==> src/rtl/genesis_pad_pkg.sv <==
// Shared constants and types for the Genesis pad filter path.
// Bit order of the button word is {Z,Y,X,M,S,C,B,A,U,D,L,R}.
package genesis_pad_pkg;

  localparam int unsigned BTN_R = 0;
  localparam int unsigned BTN_L = 1;
  localparam int unsigned BTN_D = 2;
  localparam int unsigned BTN_U = 3;
  localparam int unsigned BTN_A = 4;
  localparam int unsigned BTN_B = 5;
  localparam int unsigned BTN_C = 6;
  localparam int unsigned BTN_S = 7;
  localparam int unsigned BTN_M = 8;
  localparam int unsigned BTN_X = 9;
  localparam int unsigned BTN_Y = 10;
  localparam int unsigned BTN_Z = 11;

  localparam logic [1:0] PAD_MS  = 2'd0;
  localparam logic [1:0] PAD_3B  = 2'd1;
  localparam logic [1:0] PAD_6B  = 2'd2;
  localparam logic [1:0] PAD_ERR = 2'd3;

  localparam logic [11:0] HOTKEY_MASK = 12'h0F0;

  typedef enum logic [1:0] {IDLE, COUNT, FIRED} hk_state_e;

  // Only a 6-button pad reports M/X/Y/Z; an errored pad reports nothing.
  function automatic logic [11:0] pad_mask(input logic [11:0] btn, input logic [1:0] pad_type);
    logic [11:0] w;
    w = btn;
    if (pad_type != PAD_6B) w[BTN_Z:BTN_M] = 4'h0;
    if (pad_type == PAD_ERR) w = '0;
    return w;
  endfunction

endpackage

==> src/rtl/genesis_pad_tick.sv <==
// Free-running divider producing a one-clock tick every SAMPLE_DIV clocks.
module genesis_pad_tick #(
  parameter int unsigned SAMPLE_DIV = 50000
) (
  input  logic clk_i,
  input  logic rst_ni,
  output logic tick_o
);

  logic [15:0] cnt_q, cnt_d;

  assign tick_o = (cnt_q == 16'(SAMPLE_DIV - 1));

  always_comb begin
    cnt_d = tick_o ? 16'd0 : cnt_q + 16'd1;
  end

  always_ff @(posedge clk_i or negedge rst_ni) begin
    if (!rst_ni) cnt_q <= '0;
    else         cnt_q <= cnt_d;
  end

endmodule

==> src/rtl/genesis_pad_filter.sv <==
// Debounce, pad-type masking, A/B/C turbo and Start+A+B+C long-press hotkey
// between the Genesis pad decoder and the core's joystick input.
module genesis_pad_filter
  import genesis_pad_pkg::*;
#(
  parameter int unsigned SAMPLE_DIV   = 50000,
  parameter int unsigned DEBOUNCE_N   = 4,
  parameter int unsigned TURBO_HALF   = 33,
  parameter int unsigned HOLD_SAMPLES = 1000
) (
  input  logic        iCLK,
  input  logic        iN_RESET,
  input  logic [11:0] iGENPAD_DECODED,
  input  logic [1:0]  iGENPAD_TYPE,
  input  logic [2:0]  iTURBO_EN,
  output logic [11:0] oJOY,
  output logic        oJOY_STROBE,
  output logic        oHOTKEY
);

  logic        tick;
  logic [11:0] masked;
  logic        same;
  logic [4:0]  seen;
  logic        turbo_act;
  logic        combo;
  logic        fire;

  logic [11:0] samp_q, samp_d;
  logic [3:0]  stab_q, stab_d;
  logic [11:0] deb_q, deb_d;
  logic [7:0]  tcnt_q, tcnt_d;
  logic        phase_q, phase_d;
  hk_state_e   hk_q, hk_d;
  logic [9:0]  hold_q, hold_d;
  logic [11:0] joy_q, joy_d;
  logic        strobe_q, strobe_d;
  logic        hot_q, hot_d;

  genesis_pad_tick #(
    .SAMPLE_DIV(SAMPLE_DIV)
  ) u_tick (
    .clk_i (iCLK),
    .rst_ni(iN_RESET),
    .tick_o(tick)
  );

  assign masked    = pad_mask(iGENPAD_DECODED, iGENPAD_TYPE);
  assign same      = (masked == samp_q);
  // Number of consecutive ticks the current masked word has been seen, including this one.
  assign seen      = same ? {1'b0, stab_q} + 5'd1 : 5'd1;
  assign turbo_act = |(deb_q[BTN_C:BTN_A] & iTURBO_EN);
  assign combo     = ((deb_q & HOTKEY_MASK) == HOTKEY_MASK);

  always_comb begin
    samp_d = samp_q;
    stab_d = stab_q;
    deb_d  = deb_q;
    if (tick) begin
      if (!same) begin
        samp_d = masked;
        stab_d = 4'd1;
      end else if (stab_q < 4'(DEBOUNCE_N)) begin
        stab_d = stab_q + 4'd1;
      end
      if (seen >= 5'(DEBOUNCE_N)) deb_d = masked;
    end
  end

  // Held in the pressed phase while idle so a fresh turbo press shows up at once.
  always_comb begin
    tcnt_d  = tcnt_q;
    phase_d = phase_q;
    if (!turbo_act) begin
      tcnt_d  = 8'd0;
      phase_d = 1'b1;
    end else if (tick) begin
      if (tcnt_q == 8'(TURBO_HALF - 1)) begin
        tcnt_d  = 8'd0;
        phase_d = ~phase_q;
      end else begin
        tcnt_d = tcnt_q + 8'd1;
      end
    end
  end

  always_comb begin
    joy_d = deb_q;
    for (int i = 0; i < 3; i++) begin
      if (iTURBO_EN[i]) joy_d[BTN_A+i] = deb_q[BTN_A+i] & phase_q;
    end
    strobe_d = (joy_d != joy_q);
  end

  always_comb begin
    hk_d   = hk_q;
    hold_d = hold_q;
    fire   = 1'b0;
    if (tick) begin
      unique case (hk_q)
        IDLE: begin
          if (combo) begin
            if (HOLD_SAMPLES == 1) begin
              hk_d = FIRED;
              fire = 1'b1;
            end else begin
              hk_d   = COUNT;
              hold_d = 10'd1;
            end
          end
        end
        COUNT: begin
          if (!combo) begin
            hk_d = IDLE;
          end else if (hold_q == 10'(HOLD_SAMPLES - 1)) begin
            hk_d = FIRED;
            fire = 1'b1;
          end else begin
            hold_d = hold_q + 10'd1;
          end
        end
        FIRED: begin
          if (!combo) hk_d = IDLE;
        end
        default: hk_d = IDLE;
      endcase
    end
    hot_d = fire;
  end

  always_ff @(posedge iCLK or negedge iN_RESET) begin
    if (!iN_RESET) begin
      samp_q   <= '0;
      stab_q   <= '0;
      deb_q    <= '0;
      tcnt_q   <= '0;
      phase_q  <= 1'b1;
      hk_q     <= IDLE;
      hold_q   <= '0;
      joy_q    <= '0;
      strobe_q <= 1'b0;
      hot_q    <= 1'b0;
    end else begin
      samp_q   <= samp_d;
      stab_q   <= stab_d;
      deb_q    <= deb_d;
      tcnt_q   <= tcnt_d;
      phase_q  <= phase_d;
      hk_q     <= hk_d;
      hold_q   <= hold_d;
      joy_q    <= joy_d;
      strobe_q <= strobe_d;
      hot_q    <= hot_d;
    end
  end

  assign oJOY        = joy_q;
  assign oJOY_STROBE = strobe_q;
  assign oHOTKEY     = hot_q;

endmodule

==> config.mk <==
export PLATFORM = sky130hd
export DESIGN_NAME = genesis_pad_filter
export DESIGN_NICKNAME = d
export VERILOG_FILES = /design/src/rtl/genesis_pad_pkg.sv /design/src/rtl/genesis_pad_tick.sv /design/src/rtl/genesis_pad_filter.sv
export SDC_FILE = /design/constraint.sdc
export NUM_CORES = 1
export LEC_CHECK = 0
export BUFFER_PORTS_ARGS = -buffer_cell sky130_fd_sc_hd__buf_2
export CAP_MARGIN = 20
export CORE_UTILIZATION = 45
export DETAILED_ROUTE_END_ITERATION = 6
export HOLD_SLACK_MARGIN = 0.03
export MAX_ROUTING_LAYER = met4
export SYNTH_ARGS = -nofsm -noshare
export SYNTH_HDL_FRONTEND = slang
export SYNTH_HIERARCHICAL = 1
export SYNTH_SLANG_ARGS = --single-unit
==> constraint.sdc <==
create_clock -name iCLK -period 3.8 [get_ports iCLK]
set_input_delay 0.38 -clock iCLK [delete_from_list [all_inputs] [get_ports iCLK]]
set_output_delay 0.38 -clock iCLK [all_outputs]
set_load 0.02 [all_outputs]
; Word-level counts from Yosys, hierarchy flattened
; Cells that the tools add are included.
[word_totals]
register_bits = 79
elab_cells = 79
out_inout_bits = 14
inputBits = 19
[classes]
n_eq_ne = 18
order_cmp = 2
n_addsub = 5
n_reduce_logical = 9
bitwise = 6
mux = 28
[op_table]
columns = cell, count
row1 = 2-to-1 mux 10 bit, 3
row2 = 2-to-1 mux 8 bit, 3
row3 = case mux 10 bit (2 select lines), 1
row4 = "adder 16 x 1 -> 16 bit, second input constant", 1
row5 = "equality test 16 bit, second input constant", 1
row6 = 2-to-1 mux 16 bit, 1
row7 = equality test 12 bit, 1
row8 = 2-to-1 mux 12 bit, 1
row9 = 2-to-1 mux 4 bit, 3
row10 = inequality test 12 bit, 1
row11 = "adder 10 x 1 -> 10 bit, second input constant", 1
row12 = "equality test 10 bit, second input constant", 1
row13 = 2-to-1 mux 1 bit, 10
row14 = "inequality test 2 bit, second input constant", 5
row15 = "adder 8 x 1 -> 8 bit, second input constant", 1
row16 = "equality test 8 x 6 -> 1 bit, second input constant", 1
row17 = 2-to-1 mux 2 bit, 4
row18 = AND reduction 2 bit, 4
row19 = "inequality test 2 x 1 -> 1 bit, second input constant", 3
row20 = case mux 2 bit (3 select lines), 1
row21 = "adder 4 x 1 -> 5 bit, second input constant", 1
row22 = ">= comparator 5 x 3 -> 1 bit, second input constant", 1
row23 = 2-to-1 mux 5 bit, 1
row24 = AND reduction 5 bit, 1
row25 = other kinds (13), 17

; Depth between registers and ports, before layout
; Gate-level depths: netlist of run 1.
[logic_depth]
ltp_word = 7
ltp_mapped = 12
mapped_depth_nobuf = 9

; By module
; Netlist of run 1, hierarchy kept.
[modules_own_cells]
columns = mod, cells_per_inst, area_per_inst_um2, instances
row1 = genesis_pad_filter, 282, 3084.2, 1
row2 = genesis_pad_tick, 67, 762.0, 1

; Worst setup path before layout of run 1
; Ideal clock, no wire load.
[synth_path]
path_type = register to register
startpoint = register u_tick.cnt_q[0]
endpoint = register hold_q[3]
stages_incl_launch_ff = 13
required_ps = 3665
n_path_buf = 3
arrival_ps = 2554
synth_period_minus_slack_ps = 2689
setup_slack_ps = 1111
path_cell_list = dfrtp_1 > ha_1 > and3_1 > buf_2 > and4_1 > buf_6 > clkbuf_1 > inv_1 > or3_1 > a21oi_1 > nand4_1 > xnor2_1 > nor2_1
[synth_between]
elab_chain_cells = 2
[synth_lines]
columns = element, line_no
row1 = "start, declared", genesis_pad_tick.sv:10  ; logic [15:0] cnt_q, cnt_d;
row2 = "start signal, assigned", genesis_pad_tick.sv:20  ; else cnt_q <= cnt_d;
row3 = equality test 16 bit, genesis_pad_tick.sv:12  ; assign tick_o = (cnt_q == 16'(SAMPLE_DIV - 1));
row4 = named net tick, genesis_pad_filter.sv:21  ; logic tick;
row5 = AND reduction 5 bit (no line), --
row6 = "end signal, assigned", genesis_pad_filter.sv:150  ; hold_q <= hold_d;
row7 = "end, declared", genesis_pad_filter.sv:35  ; logic [9:0] hold_q, hold_d;
; The timed path passes the listed nets, and every way through them passes these cells.
; A chain may end at the register's enable or synchronous reset.

; Final worst setup path of run 1
; Same ends and word-level chain as after synthesis.

==> results.md, run 1 <==
- First-pass GRT wire length: 12400 microns
- TritonRoute pass-1 iters: 4
- Cell chosen for the clock root: clkbuf_8
- Synth area leader: dfrtp_1
- Hold path start: iTURBO_EN[1]
- CP max FO: 7
- Top_reg_cell synth: dfrtp_1
- Routed length per instance: 14.8 microns
- DIE AREA: 8920 sq um
- R2R depth: 9
- Hold Path Sink: oJOY[5]$_DFF_PN0_
- Post-route ant nets: 0
- Ratio of cells with drive above 1 in the final layout: 0.219
- Post-CTS sizing: 0
- Mux contribution to synthesized area: 0.0852
- Post-synthesis compound-gate area fraction: 0.0989
- Reg-to-reg endpoint: hold_q[3]$_DFFE_PN0P_
- Clock Path Buffers: 2
- Crit Path Class: reg -> reg
- Fin crit share: 0.681
- # rows: 33
- Iter 0 DRT Violations: 95
- Worst hold slack: 0.272 ns
- Leak: 2.18 nW
- Mapped cell area: 3850 sq um
- Post-Synth Adder-Cell Area: 0.0163
- CP Data Required Time: 4.02 ns
- Tot GR Track Use: 0.190
- Fill cells: 758
- GR Overflow Total: 0
- Maximum VDD drop: 0.203 mV
- Average size of a mapped cell: 11.0 sq um
- Nets@finish: 412
- Synth Area in Simple Gates: 0.182
- Post-CTS setup repair buffer count: 0
- RSZ-0062 raised after global routing: no
- Max-slew violation count: 0
- Clock Latency Late Sink: 0.35 ns
- Area share of the largest cell type after synthesis: 0.507
- EDFF count, synth: 0
- Final Wtd Congestion: 0.774
- Post-synth ARST share: 1.00
- Largest family of logic cells by synthesized area: simple AND/OR/NAND/NOR gates
- Io pins: 33
- Largest net degree at the start of global routing: 80
- Outcome: complete, no violations
- DRC: 0
- Pwr/cell area: 383 nW/um^2
- Die width: 94.5 microns
- Fmax: 387 MHz
- Worst R2R Start: u_tick/cnt_q[0]$_DFF_PN0_
- Hold bufs inserted after CTS: 0
- Post-Synth XOR/XNOR Area: 0.0774
- Synth Register Bits: 79
- Critical path endpoint category: flop
- Core ar.: 8260 sq um
- Startpoint type of the worst setup path: flop
- Final critical-path required period: 2.59 ns
- Max-slew headroom: 0.590
- Hold crit path type: in -> reg
- Internal reg-to-reg setup slack: 1.21 ns
- Max-Cap Viols: 0
- Diodes inserted: 0
- Number of global-route vias before repair: 2543
- Area of the multi-input gates: 1770 sq um
- Area contributors post-synth: dfrtp_1 51%, xor2_1 4.6%, mux2_2 4.1%, mux2_4 3.9%, nor2_1 3.5%
- H-tree depth: 3
- Post-synthesis sequential area ratio: 0.514
- Dpl hpwl: 5150 microns
- CTS tree: done
- CTS Sinks: 79
- TritonCTS buffer count: 9
- Synth unique cells: 50
- Yosys warns: 6
- Vias: 2665
- Arr. time, crit path: 2.81 ns
- Area growth, synth to finish: 13.8%
- Syn Nets: 373
- Hold depth: 2
- Hold Fails Final Rpt: 0
- Vias/cell: 5.35
- Setup TNS: 0 ns
- Cells after synthesis: 349
- PortBufs: 32
- Initial antenna violation count: 0
- Clk_skew: 0.00739 ns
- DRT Wirelength: 7370 microns
- Storage cell area: 1980 sq um
- Final setup viols: 0
- Slew of the pin with the lowest slew margin: 0.615 ns
- Die Ht: 94.5 microns
- Initial core utilization: 0.466
- Reg clk slew, reported paths: 0.08 ns
## worst max path at each step
stage,to,slack (ns),startpoint
6_report,hold_q[3]$_DFFE_PN0P_,1.21,u_tick/cnt_q[0]$_DFF_PN0_
2_1_floorplan,hold_q[3]$_DFFE_PN0P_,1.11,u_tick/cnt_q[0]$_DFF_PN0_
3_3_place_gp,hold_q[3]$_DFFE_PN0P_,1.27,u_tick/cnt_q[0]$_DFF_PN0_
5_1_grt,hold_q[3]$_DFFE_PN0P_,0.88,u_tick/cnt_q[0]$_DFF_PN0_
3_5_place_dp,samp_q[0]$_DFFE_PN0P_,1.20,iGENPAD_TYPE[1]
4_1_cts,hold_q[3]$_DFFE_PN0P_,1.20,u_tick/cnt_q[0]$_DFF_PN0_
## through the flow
step / utilization / area (sq um) / std cells / setup WS, ns / total power [mW]
2_1_floorplan: - / 3850 / 349 / 1.11 / 0.892
3_3_place_gp: 0.496 / 4100 / 480 / 1.27 / 0.931
3_5_place_dp: 0.496 / 4100 / 480 / 1.20 / 0.931
4_1_cts: 0.526 / 4340 / 496 / 1.20 / 1.70
5_1_grt: 0.530 / 4380 / 498 / 0.882 / 1.74
6_report: 0.530 / 4380 / 498 / 1.21 / 1.68
## where the power goes
part	internal, mW	total, mW	switching (mW)
logic	0.0266	0.0735	0.0469
clock network	0.452	0.758	0.306
registers	0.842	0.844	0.00143
total	1.32	1.68	0.354
## cell usage after synthesis (all sizes together) (3+ instances only)
cell    count
and3        7
o31ai       3
a21oi       8
nor2b       4
and2       11
a22o        3
buf         6
mux2       24
a31o        3
nand4      11
and4        6
nor3        7
inv        13
a21boi      5
o21a        3
nand2      19
dfrtp      78
xnor2      14
a21o        4
o21ai      14
nand2b      3
nor2       36
ha          5
xor2       20
nand3      13
a31oi       4
## flip-flops by register name (all words and copies together) (netlist names)
| register | flops |
|---|---|
| hk_q | 2 |
| deb_q | 12 |
| samp_q | 12 |
| oJOY | 12 |
| oJOY_STROBE | 1 |
| phase_q | 1 |
| stab_q | 4 |
| tcnt_q | 8 |
| oHOTKEY | 1 |
| hold_q | 10 |
| u_tick/cnt_q | 16 |
## cell type report
class | count | share of cell area
clock buffer | 10 | 0.0314
clock inverter | 6 | 0.0246
inverter | 13 | 0.0111
multi-input combinational | 250 | 0.404
sequential | 79 | 0.452
tap | 105 | 0.0300
timing repair buffer | 35 | 0.0474
## worst max-delay path, cell delays in order (launching register included)
cell and delay [ns]:
dfrtp_1 0.39, ha_1 0.19, and3_1 0.28, and4_1 0.24, inv_1 0.12, or3_1 0.43
a21oi_1 0.40, nand4_1 0.17, xnor2_1 0.18, nor2_1 0.06
## per-layer routing
layer / part of all wire / vias to the layer above / wire [microns] / track usage
met2: 0.47 / 49 / 3450 / 0.278
li1: - / 1312 / - / -
met4: 0.0071 / 0 / 52 / 0.0732
met1: 0.49 / 1300 / 3640 / 0.255
met3: 0.032 / 4 / 233 / 0.0443
met5: 0 / - / 0 / -
## kinds of logic after synthesis
| logic type | after synthesis |
|---|---|
| flip-flops | 79 |
| multiplexers | 26 |
| buffers and inverters | 20 |
| AND/OR/NAND/NOR | 130 |
| XOR/XNOR | 34 |
| AO/OA/AOI/OAI | 55 |
| adder cells (fa/ha/maj) | 5 |
## layout by cell type, fill, tap and decap left out, drive strengths merged, types with 3 or more instances in the layout
cell type,n
nand3,13
a31oi,4
bufinv,3
mux2,24
a22o,3
nand2b,3
ha,5
and2,11
nor3,7
nor2,36
nand2,19
nand4,11
xor2,20
and3,7
inv,13
a21o,4
dfrtp,78
nor2b,4
clkbuf,10
a21oi,8
xnor2,14
a31o,3
buf,34
a21boi,5
and4,6
o21ai,14
o31ai,3
o21a,3
No activity file was read; power rests on OpenSTA's default activity.
==> run 2: changes to the inputs <==
--- a/config.mk
+++ b/config.mk
@@ -5,6 +5,7 @@
 export SDC_FILE = /design/constraint.sdc
 export NUM_CORES = 1
 export LEC_CHECK = 0
+export ABC_AREA = 1
 export BUFFER_PORTS_ARGS = -buffer_cell sky130_fd_sc_hd__buf_2
 export CAP_MARGIN = 20
 export CORE_UTILIZATION = 45
==> constraint.sdc (replaced) <==
create_clock -name iCLK -period 2.7 [get_ports iCLK]
set_input_delay 0.27 -clock iCLK [delete_from_list [all_inputs] [get_ports iCLK]]
set_output_delay 0.27 -clock iCLK [all_outputs]
set_load 0.02 [all_outputs]
==> run 2 against run 1 <==
Critical path depth up 2. Non-clock buffer count is 2 higher. Maximum frequency rose by 20%. Clock skew up 0.0027 ns. Power increased by 31%. Core utilization fell by 1.3 points. Global-route usage up 0.58 points. Critical endpoint is now hold_q[2]$_DFFE_PN0P_.
==> results.md, run 2 <==
- Post-CTS setup repair buffer count: 0 (unchanged)
- Fin crit share: 0.796 (+0.115)
- Hold Path Sink: oJOY[6]$_DFF_PN0_
- Vias: 3510 (+32%)
- Routed length per instance: 12.2 microns (-18%)
- Area contributors post-synth: dfrtp_1 46%, nand2_1 15%, inv_1 6.3%, nand3_1 5.6%, nor2_1 4.1%
- Synth Register Bits: 79 (unchanged)
- TritonRoute pass-1 iters: 4 (unchanged)
- TritonCTS buffer count: 9 (unchanged)
- CP max FO: 12 (+5)
- Metal3 WL: 239 microns (+2.6%)
- Clock Latency Late Sink: 0.35 ns (about the same)
- Die Ht: 99.0 microns (+4.8%)
- Startpoint type of the worst setup path: flop
- Yosys warns: 6 (unchanged)
- Nets@finish: 612 (+49%)
- Cells after DPL: 686 (+43%)
- CTS Sinks: 79 (unchanged)
- Io pins: 33 (unchanged)
- Hold crit path type: in -> reg
- RSZ-0062 raised after global routing: no
- Initial core utilization: 0.462 (-0.00356)
- Max FFs per register: 16 (unchanged)
- Crit Path Class: reg -> reg
- First-pass GRT wire length: 14700 microns (+19%)
- Design Area, Final: 4740 sq um (+8.2%)
- Biggest register: u_tick/cnt_q
- Hold depth: 2 (unchanged)
- Worst hold slack: 0.184 ns (-0.0883 ns)
- Syn Nets: 574 (+54%)
- Critical path endpoint category: flop
- Arr. time, crit path: 2.42 ns (-0.39 ns)
- Cell chosen for the clock root: clkbuf_8
- Fmax: 466 MHz (+20%)
- Largest net degree at the start of global routing: 80 (unchanged)
- Post-CTS sizing: 0 (unchanged)
- Leak: 2.51 nW (+15%)
- Leading cell type in the layout, fill and taps excluded: nand2_1
- Die width: 99.0 microns (+4.8%)
- Pwr/cell area: 463 nW/um^2 (+21%)
- DRC: 0 (unchanged)
- Highest Signal Layer: met4
- Tot GR Track Use: 0.196 (+0.00581)
- Worst R2R Start: u_tick/cnt_q[0]$_DFF_PN0_
- Max-Cap Viols: 0 (unchanged)
- Final setup viols: 0 (unchanged)
- Post-synth ARST share: 1.00 (unchanged)
- Area share of the largest cell type after synthesis: 0.461 (-0.0461)
- Met1 WL: 4540 microns (+25%)
- Hold Fails Final Rpt: 0 (unchanged)
- Max-slew headroom: 0.636 (+0.0452)
- Final Wtd Congestion: 0.853 (+10%)
- Reg clk slew, reported paths: 0.09 ns (about the same)
- Max-slew violation count: 0 (unchanged)
- CP Data Required Time: 2.97 ns (-1.05 ns)
- Post-synthesis sequential area ratio: 0.468 (-0.0467)
- Vias/cell: 4.99 (-6.8%)
- R2R depth: 11 (+2)
- Final critical-path required period: 2.15 ns (-0.438 ns)
- Iter 0 DRT Violations: 176 (+85%)
- Setup TNS: 0 ns (unchanged)
- H-tree depth: 3 (unchanged)
- # rows: 35 (+6.1%)
- DIE AREA: 9790 sq um (+9.8%)
- Fill cells: 875 (+15%)
- Commonest cells post-synth: 173 x nand2_1, 78 x dfrtp_1, 71 x inv_1, 47 x nand3_1, 46 x nor2_1
- Core ar.: 9150 sq um (+11%)
- Number of global-route vias before repair: 3235 (+27%)
- Most frequent cells in the layout: 173 x nand2_1, 78 x dfrtp_1, 71 x inv_1
- EDFF count, synth: 0 (unchanged)
- Internal reg-to-reg setup slack: 0.55 ns (-0.66 ns)
- Post-route ant nets: 0 (unchanged)
- Storage cell area: 1980 sq um (unchanged)
- Count leader, synth: nand2_1
- Slew of the pin with the lowest slew margin: 0.543 ns (-0.0720 ns)
- Area growth, synth to finish: 11.9%
- PortBufs: 32 (unchanged)
- CTS tree: done
- Initial antenna violation count: 0 (unchanged)
- Met2 routed WL: 3670 microns (+6.4%)
- Area of the multi-input gates: 1920 sq um (+8.7%)
- Clk_skew: 0.0101 ns (+0.00270 ns)
- Synth area leader: dfrtp_1
- DRT Wirelength: 8600 microns (+17%)
- Cells after synthesis: 550 (+58%)
- Ratio of cells with drive above 1 in the final layout: 0.113 (-0.106)
- Mapped cell area: 4230 sq um (+10%)
- GR Overflow Total: 0 (unchanged)
- Clock Path Buffers: 2 (unchanged)
- Non-filler cells, final: 704 (+41%)
- Top_reg_cell synth: dfrtp_1
- Reg-to-reg endpoint: hold_q[2]$_DFFE_PN0P_
- Average size of a mapped cell: 7.69 sq um (-30%)
- Hold bufs inserted after CTS: 0 (unchanged)
- Hold path start: iTURBO_EN[2]
- Outcome: complete, no violations
- Synth unique cells: 33 (-34%)
- Diodes inserted: 0 (unchanged)
- Maximum VDD drop: 0.218 mV (+7.4%)
- Dpl hpwl: 6100 microns (+18%)
- Placed instance area: 4490 sq um (+9.7%)
-- run 2: worst max path at each step --
| stage | from | end | slack [ns] | cells after the start |
|---|---|---|---|---|
| floorplan | u_tick/cnt_q[0]$_DFF_PN0_ | deb_q[10]$_DFFE_PN0P_ | 0.53 | 11 |
| detailed placement | u_tick/cnt_q[0]$_DFF_PN0_ | hold_q[2]$_DFFE_PN0P_ | 0.53 | 11 |
| global placement | u_tick/cnt_q[0]$_DFF_PN0_ | hold_q[2]$_DFFE_PN0P_ | 0.65 | 11 |
| CTS | u_tick/cnt_q[0]$_DFF_PN0_ | hold_q[2]$_DFFE_PN0P_ | 0.54 | 11 |
| finish | u_tick/cnt_q[0]$_DFF_PN0_ | hold_q[2]$_DFFE_PN0P_ | 0.55 | 11 |
| global route | u_tick/cnt_q[0]$_DFF_PN0_ | hk_q[1]$_DFFE_PN0P_ | 0.36 | 11 |
-- run 2: kinds of logic after synthesis --
| kind of cell | Yosys count | share of synthesized area |
|---|---|---|
| AOI/OAI and AO/OA | 36 | 0.0461 |
| xor gates and xnor gates | 27 | 0.0559 |
| adders and majority gates | 5 | 0.0148 |
| buffers and inverters | 82 | 0.0784 |
| DFF | 79 | 0.468 |
| and+or+nand+nor | 321 | 0.337 |
-- run 2: final cells by class --
type                       instances  area share
tap                              111      0.0293
timing repair buffer              37      0.0470
sequential                        79       0.418
inverter                          72      0.0571
clock buffer                       9      0.0262
multi-input combinational        389       0.406
clock inverter                     7      0.0172
-- run 2: report_power, final --
part	switching, mW	internal, mW	leakage, nW
clock network	0.471	0.438	0.100
logic	0.0737	0.0303	1.33
registers	0	1.18	1.08
total	0.544	1.65	2.51
-- run 2: metrics by stage --
stage	worst slack, ns	utilization	total power [mW]
6_report	0.552	0.517	2.19
5_1_grt	0.357	0.517	2.30
4_1_cts	0.535	0.513	2.23
3_5_place_dp	0.534	0.491	1.30
3_3_place_gp	0.647	0.491	1.30
2_1_floorplan	0.532	-	1.25
-- run 2: metal layers --
| layer | vias up | global-route usage |
|---|---|---|
| li1 | 1838 | - |
| met1 | 1604 | 0.274 |
| met2 | 57 | 0.286 |
| met3 | 11 | 0.0262 |
| met4 | 0 | 0.0792 |
| met5 | - | - |
-- run 2: worst max-delay path, stage by stage, from the launching register on --
cell     delay [ns]
dfrtp_1        0.39
ha_1           0.21
nand3_2        0.15
nor2_1         0.15
nand2_2        0.12
inv_2          0.07
inv_1          0.08
nor3_1         0.18
nand2_1        0.25
inv_1          0.27
nand3_1        0.11
o21ai_0        0.09
